[src/rtl/frame_rx_saw.sv]
// Stop-and-wait frame receiver: bit-serial CRC check, in-order delivery, ACK/NAK response.
// Optional FRAME_RX_SAW_NAK_EN: bad-CRC frames are answered with a NAK instead of being dropped.
module frame_rx_saw #(
  parameter int              BW   = 10,
  parameter int              CW   = 4,
  parameter logic [CW-1:0]   POLY = 4'b0011
) (
  input  logic             clk,
  input  logic             rst,
  input  logic             in_valid,
  input  logic [BW-1:0]    in_frame,
  output logic             in_ready,
  output logic             out_valid,
  output logic [BW-2-CW:0] out_data,
  output logic             ack_valid,
  output logic             ack_seq,
  output logic             ack_nak,
  input  logic             ack_ready
);

  localparam int MW   = BW - CW;          // bits covered by the CRC: seq + payload
  localparam int CNTW = $clog2(MW + 1);

  typedef enum logic [1:0] {IDLE, CHECK, RESP} state_t;

  state_t            state_q, state_d;
  logic [BW-1:0]     frame_q;
  logic [MW-1:0]     msg_q;               // shifts left so the next CRC input bit is always the MSB
  logic [CW-1:0]     crc_q;
  logic [CNTW-1:0]   cnt_q;
  logic              exp_seq_q;
  logic              out_valid_q;
  logic [BW-2-CW:0]  out_data_q;
  logic              ack_valid_q, ack_seq_q, ack_nak_q;

  logic              fb, crc_ok, last_bit;
  logic [CW-1:0]     crc_step;
  logic              accept, deliver, respond, nak, ack_done;

  assign fb       = msg_q[MW-1] ^ crc_q[CW-1];
  assign crc_step = {crc_q[CW-2:0], 1'b0} ^ (fb ? POLY : '0);
  assign crc_ok   = (crc_q == frame_q[CW-1:0]);
  assign last_bit = (cnt_q == CNTW'(MW));

  // NOTE: every signal driven here gets a default first so no path can leave one unassigned (no latches).
  always_comb begin
    state_d  = state_q;
    accept   = 1'b0;
    deliver  = 1'b0;
    respond  = 1'b0;
    nak      = 1'b0;
    ack_done = 1'b0;
    unique case (state_q)
      IDLE: begin
        if (in_valid) begin
          state_d = CHECK;
          accept  = 1'b1;
        end
      end
      CHECK: begin
        if (last_bit) begin
          if (crc_ok) begin
            state_d = RESP;
            respond = 1'b1;
            deliver = (frame_q[BW-1] == exp_seq_q);
          end else begin
`ifdef FRAME_RX_SAW_NAK_EN
            state_d = RESP;
            respond = 1'b1;
            nak     = 1'b1;
`else
            state_d = IDLE;
`endif
          end
        end
      end
      RESP: begin
        if (ack_ready) begin
          state_d  = IDLE;
          ack_done = 1'b1;
        end
      end
      default: state_d = IDLE;
    endcase
  end

  // NOTE: sequential state uses non-blocking assignments so all registers update from pre-edge values.
  always_ff @(posedge clk) begin
    if (rst) begin
      state_q     <= IDLE;
      frame_q     <= '0;
      msg_q       <= '0;
      crc_q       <= '0;
      cnt_q       <= '0;
      exp_seq_q   <= 1'b0;
      out_valid_q <= 1'b0;
      out_data_q  <= '0;
      ack_valid_q <= 1'b0;
      ack_seq_q   <= 1'b0;
      ack_nak_q   <= 1'b0;
    end else begin
      state_q     <= state_d;
      out_valid_q <= deliver;
      if (accept) begin
        frame_q <= in_frame;
        msg_q   <= in_frame[BW-1:CW];
        crc_q   <= '0;
        cnt_q   <= '0;
      end else if (state_q == CHECK && !last_bit) begin
        crc_q <= crc_step;
        msg_q <= msg_q << 1;
        cnt_q <= cnt_q + 1'b1;
      end
      if (deliver) begin
        out_data_q <= frame_q[BW-2:CW];
        exp_seq_q  <= ~exp_seq_q;
      end
      if (respond) begin
        ack_valid_q <= 1'b1;
        ack_seq_q   <= nak ? exp_seq_q : frame_q[BW-1];
        ack_nak_q   <= nak;
      end else if (ack_done) begin
        ack_valid_q <= 1'b0;
      end
    end
  end

  assign in_ready  = (state_q == IDLE);
  assign out_valid = out_valid_q;
  assign out_data  = out_data_q;
  assign ack_valid = ack_valid_q;
  assign ack_seq   = ack_seq_q;
  assign ack_nak   = ack_nak_q;

endmodule

[config.mk]
export PLATFORM = sky130hd
export DESIGN_NAME = frame_rx_saw
export DESIGN_NICKNAME = d
export VERILOG_FILES = /design/src/rtl/frame_rx_saw.sv
export SDC_FILE = /design/constraint.sdc
export NUM_CORES = 1
export LEC_CHECK = 0
export BUFFER_PORTS_ARGS = -buffer_cell sky130_fd_sc_hd__clkbuf_2
export CAP_MARGIN = 20
export CORE_MARGIN = 4
export CORE_UTILIZATION = 45
export CTS_BUF_LIST = sky130_fd_sc_hd__clkbuf_8
export DETAILED_ROUTE_END_ITERATION = 8
export PLACE_DENSITY_LB_ADDON = 0.05
export RECOVER_POWER = 25
export SETUP_SLACK_MARGIN = 0.1
export SLEW_MARGIN = 20
export SYNTH_ARGS = -nofsm -noshare
export SYNTH_HDL_FRONTEND = slang
export SYNTH_SLANG_ARGS = --single-unit
export TNS_END_PERCENT = 100
[constraint.sdc]
create_clock -name clk -period 4.6 [get_ports clk]
set_clock_uncertainty 0.15 [all_clocks]
set_input_delay 0.23 -clock clk [delete_from_list [all_inputs] [get_ports clk]]
set_output_delay 0.23 -clock clk [all_outputs]
set_load 0.03 [all_outputs]
==> impl_metrics.json <==
{
  "timing.max_cap.violations": 0,
  "postCtsHoldBufs": 0,
  "timing_max_transition_violations_final": 0,
  "comb_power_share": 0.121,
  "ys_warn_count": 0,
  "detail_route.wirelength_microns": 3027,
  "yosys-top-cells-area": "dfxtp_1 (47%), nand2_1 (11%), a21oi_1 (8.0%)",
  "p_switching_mw": 0.1672,
  "reg2reg_to": "msg_q[2]",
  "setup_viol": 0,
  "nFillCells": 319,
  "routed_wire_length_per_instance_microns": 12.72,
  "htreeDepth": 2,
  "firstDrtPassIters": 4,
  "syn_inst": 174,
  "cp_data_arrival_time_ns": 1.87,
  "critical_path.reg2reg.startpoint": "cnt_q[0]",
  "status": "finished, final reports clean",
  "floorplan_die_width_microns": 64.65,
  "timing.critical_path.to_type": "register",
  "area_delta_synth_final_pct": 15.60,
  "rrSetupSlack_ns": 2.77,
  "slew_headroom": 0.6320,
  "rows": 20,
  "p_int_mw": 0.5099,
  "netlist_area_sq_um": 1444,
  "sequential_cell_area_sq_um": 680.7,
  "worst_r2r_path_depth": 6,
  "dieArea_sq_um": 4179,
  "cts-root-buf": "clkbuf_8",
  "critical_path.startpoint_type": "register",
  "route.detailed.drc": 0,
  "multiInputGateArea_sq_um": 710.7,
  "antenna_violations_before_repair": 0,
  "routed_via_density": 5.202,
  "path_max_fanout": 13,
  "syn_avg_cell_area_sq_um": 8.298,
  "grt_first_pass_wirelength_microns": 5250,
  "final_hold_viol_count": 0,
  "drt_first_iter_violations": 95,
  "ctsLongestPathBuffers": 2,
  "pwr-share-seq": 0.474,
  "gp_routability_congestion": 0.7699,
  "post-cts-setup-buffers": 0,
  "postSynthRegisterBits": 34,
  "period_needed_ns": 1.827,
  "critPathRequiredTime_ns": 4.64,
  "placement.io_buffers": 22,
  "largest_net_degree_at_the_start_of_global_routing": 29,
  "yosysTopAreaCell": "dfxtp_1",
  "achievable-frequency_ghz": 0.5475,
  "num_antenna_cells": 0,
  "power_density_nw_per_um2": 405.7,
  "netlist.area_leader.share": 0.4714,
  "min_path_type": "input port to register",
  "finish.net_count": 210,
  "cts_tree": "done",
  "place_worst_setup_slack_ns": 2.749,
  "num_io_pins": 24,
  "detailroute.via_count": 1238,
  "period_share": 0.3971,
  "clkPwrFrac": 0.406,
  "grt-ovfl-total": 0,
  "yosysUniqueCellTypes": 34,
  "placeableCoreArea_sq_um": 3053,
  "rsz0062_at_grt": "false",
  "clk_pin_slew_ns": 0.07,
  "synth.yosys.seq_area_share": 0.4714,
  "worstSkewPairLatency_ns": 0.28,
  "path_class": "register to register",
  "setup_ws_ns": 2.773,
  "min_delay_path_depth": 3,
  "drive_above_1_share": 0.1392,
  "dpl.hpwl_microns": 2210,
  "final.setup.tns_ns": 0,
  "timing_worst_slew_pin_value_ns": 0.5520,
  "numClockSinks": 34,
  "switching_share": 0.2470,
  "number_of_global_route_vias_before_repair": 1148,
  "fin_util": 0.5467,
  "maximum_resistive_drop_on_vdd_mv": 0.2720,
  "dp.cells": 231,
  "synth_fp_nets": 190,
  "cts-buffers-inserted": 5,
  "postCtsResizedCells": 0,
  "hold_crit_start": "in_frame[2]",
  "antenna_left": 0,
  "hold_end": "frame_q[2]",
  "grt_use_total": 0.1629,
  "initial_utilization": 0.4730,
  "cellLeakagePower_nw": 0.5880,
  "die_height_microns": 64.65,
  "finish.cell_count_without_fillers": 238
}
==> flip-flops by register name (all words and copies together), names as in the netlist <==
name / cells
state_q: 2
out_data: 5
msg_q: 6
crc_q: 4
ack_seq: 1
exp_seq_q: 1
cnt_q: 3
out_valid: 1
frame_q: 10
ack_valid: 1
==> cell usage in the layout, fill, tap and decap left out, drive strengths merged, types with 2 or more instances in the layout <==
master and n:
a311oi 3, ha 2, xnor2 7, and2 3, nand3 4, nand2b 2
a21oi 23, dfxtp 34, a31oi 2, a211oi 2, and3 2, o21ai 3
nor2 9, inv 2, clkbuf 29, o31ai 5, nand4 7, nand2 44
==> critical path, cell delays in order, from the launching register on <==
cell and delay (ns):
dfxtp_1 0.37, inv_1 0.06, ha_1 0.20, nand2_1 0.16, and2_1 0.44, nand2_1 0.12, a311oi_1 0.25
==> metrics by stage <==
stage / cell area, sq um / hold slack, ns / total power [mW]
6_report: 1669 / 0.01766 / 0.6771
5_1_grt: 1669 / 0.009728 / 0.7122
4_1_cts: 1684 / 0.01512 / 0.6853
3_5_place_dp: 1572 / 0.3004 / 0.4101
3_3_place_gp: 1572 / 0.2972 / 0.4079
2_1_floorplan: 1444 / 0.2160 / 0.3880
==> worst max-delay path by stage <==
stage | startpoint | to | cells past startpoint
floorplan | state_q[0] | msg_q[2] | 4
global placement | cnt_q[0] | msg_q[2] | 6
detailed placement | cnt_q[0] | msg_q[4] | 6
CTS | cnt_q[0] | msg_q[4] | 6
global route | cnt_q[0] | msg_q[3] | 6
finish | cnt_q[0] | msg_q[2] | 6
==> cell type report <==
class                   count  share of cell area
well taps                  44             0.03298
flip-flops and latches     34              0.4078
inverters                   2            0.004498
repair buffers             23             0.06147
multi-input cells         128              0.4258
clock inverters             1             0.01799
clock buffers               6             0.04948
==> power by group through the flow <==
stage,logic [mW],clock network [mW],registers [mW]
final,0.0817,0.275,0.321
after global routing,0.0925,0.297,0.322
after CTS,0.0835,0.281,0.321
after detailed placement,0.0830,0,0.327
after global placement,0.0809,0,0.327
after floorplan,0.0640,0,0.324
==> synth_stat cells <==
library cell  number
inv_1              2
and2_1             3
buf_2              3
a31oi_1            2
or3_1              1
nand3b_1           1
nand3_2            2
xnor2_2            2
and3_2             1
a21oi_1           23
nand4_1            7
or4_1              1
conb_1             1
a221oi_1           1
buf_1              1
xnor2_1            5
a311oi_1           3
a211oi_1           2
ha_1               2
clkbuf_1           5
nor2_1             9
o21ai_0            3
or2_2              1
and2b_2            1
nor3_1             1
nand2b_1           2
xor2_1             1
dfxtp_1           34
buf_4              1
nand2_1           44
and3_1             1
o31ai_1            5
nand3_1            2
nor3b_1            1
==> logic make-up after synthesis <==
| group | after synthesis | synth area share |
|---|---|---|
| adder cells (fa/ha/maj) | 2 | 0.01733 |
| other | 1 | 0.002597 |
| AND/OR/NAND/NOR | 78 | 0.2539 |
| AO/OA/AOI/OAI | 39 | 0.1594 |
| buffers and inverters | 12 | 0.03639 |
| XOR/XNOR | 8 | 0.05892 |
| flip-flops | 34 | 0.4714 |
==> metal layers <==
layer,part of all wire,global-route usage,wire length (microns)
met5,0,0,0
met4,0.0083,0.04749,25
met3,0.056,0.05893,170
met2,0.44,0.2397,1329
met1,0.50,0.2227,1501
Note: power is estimated with default switching activity, not from simulation.
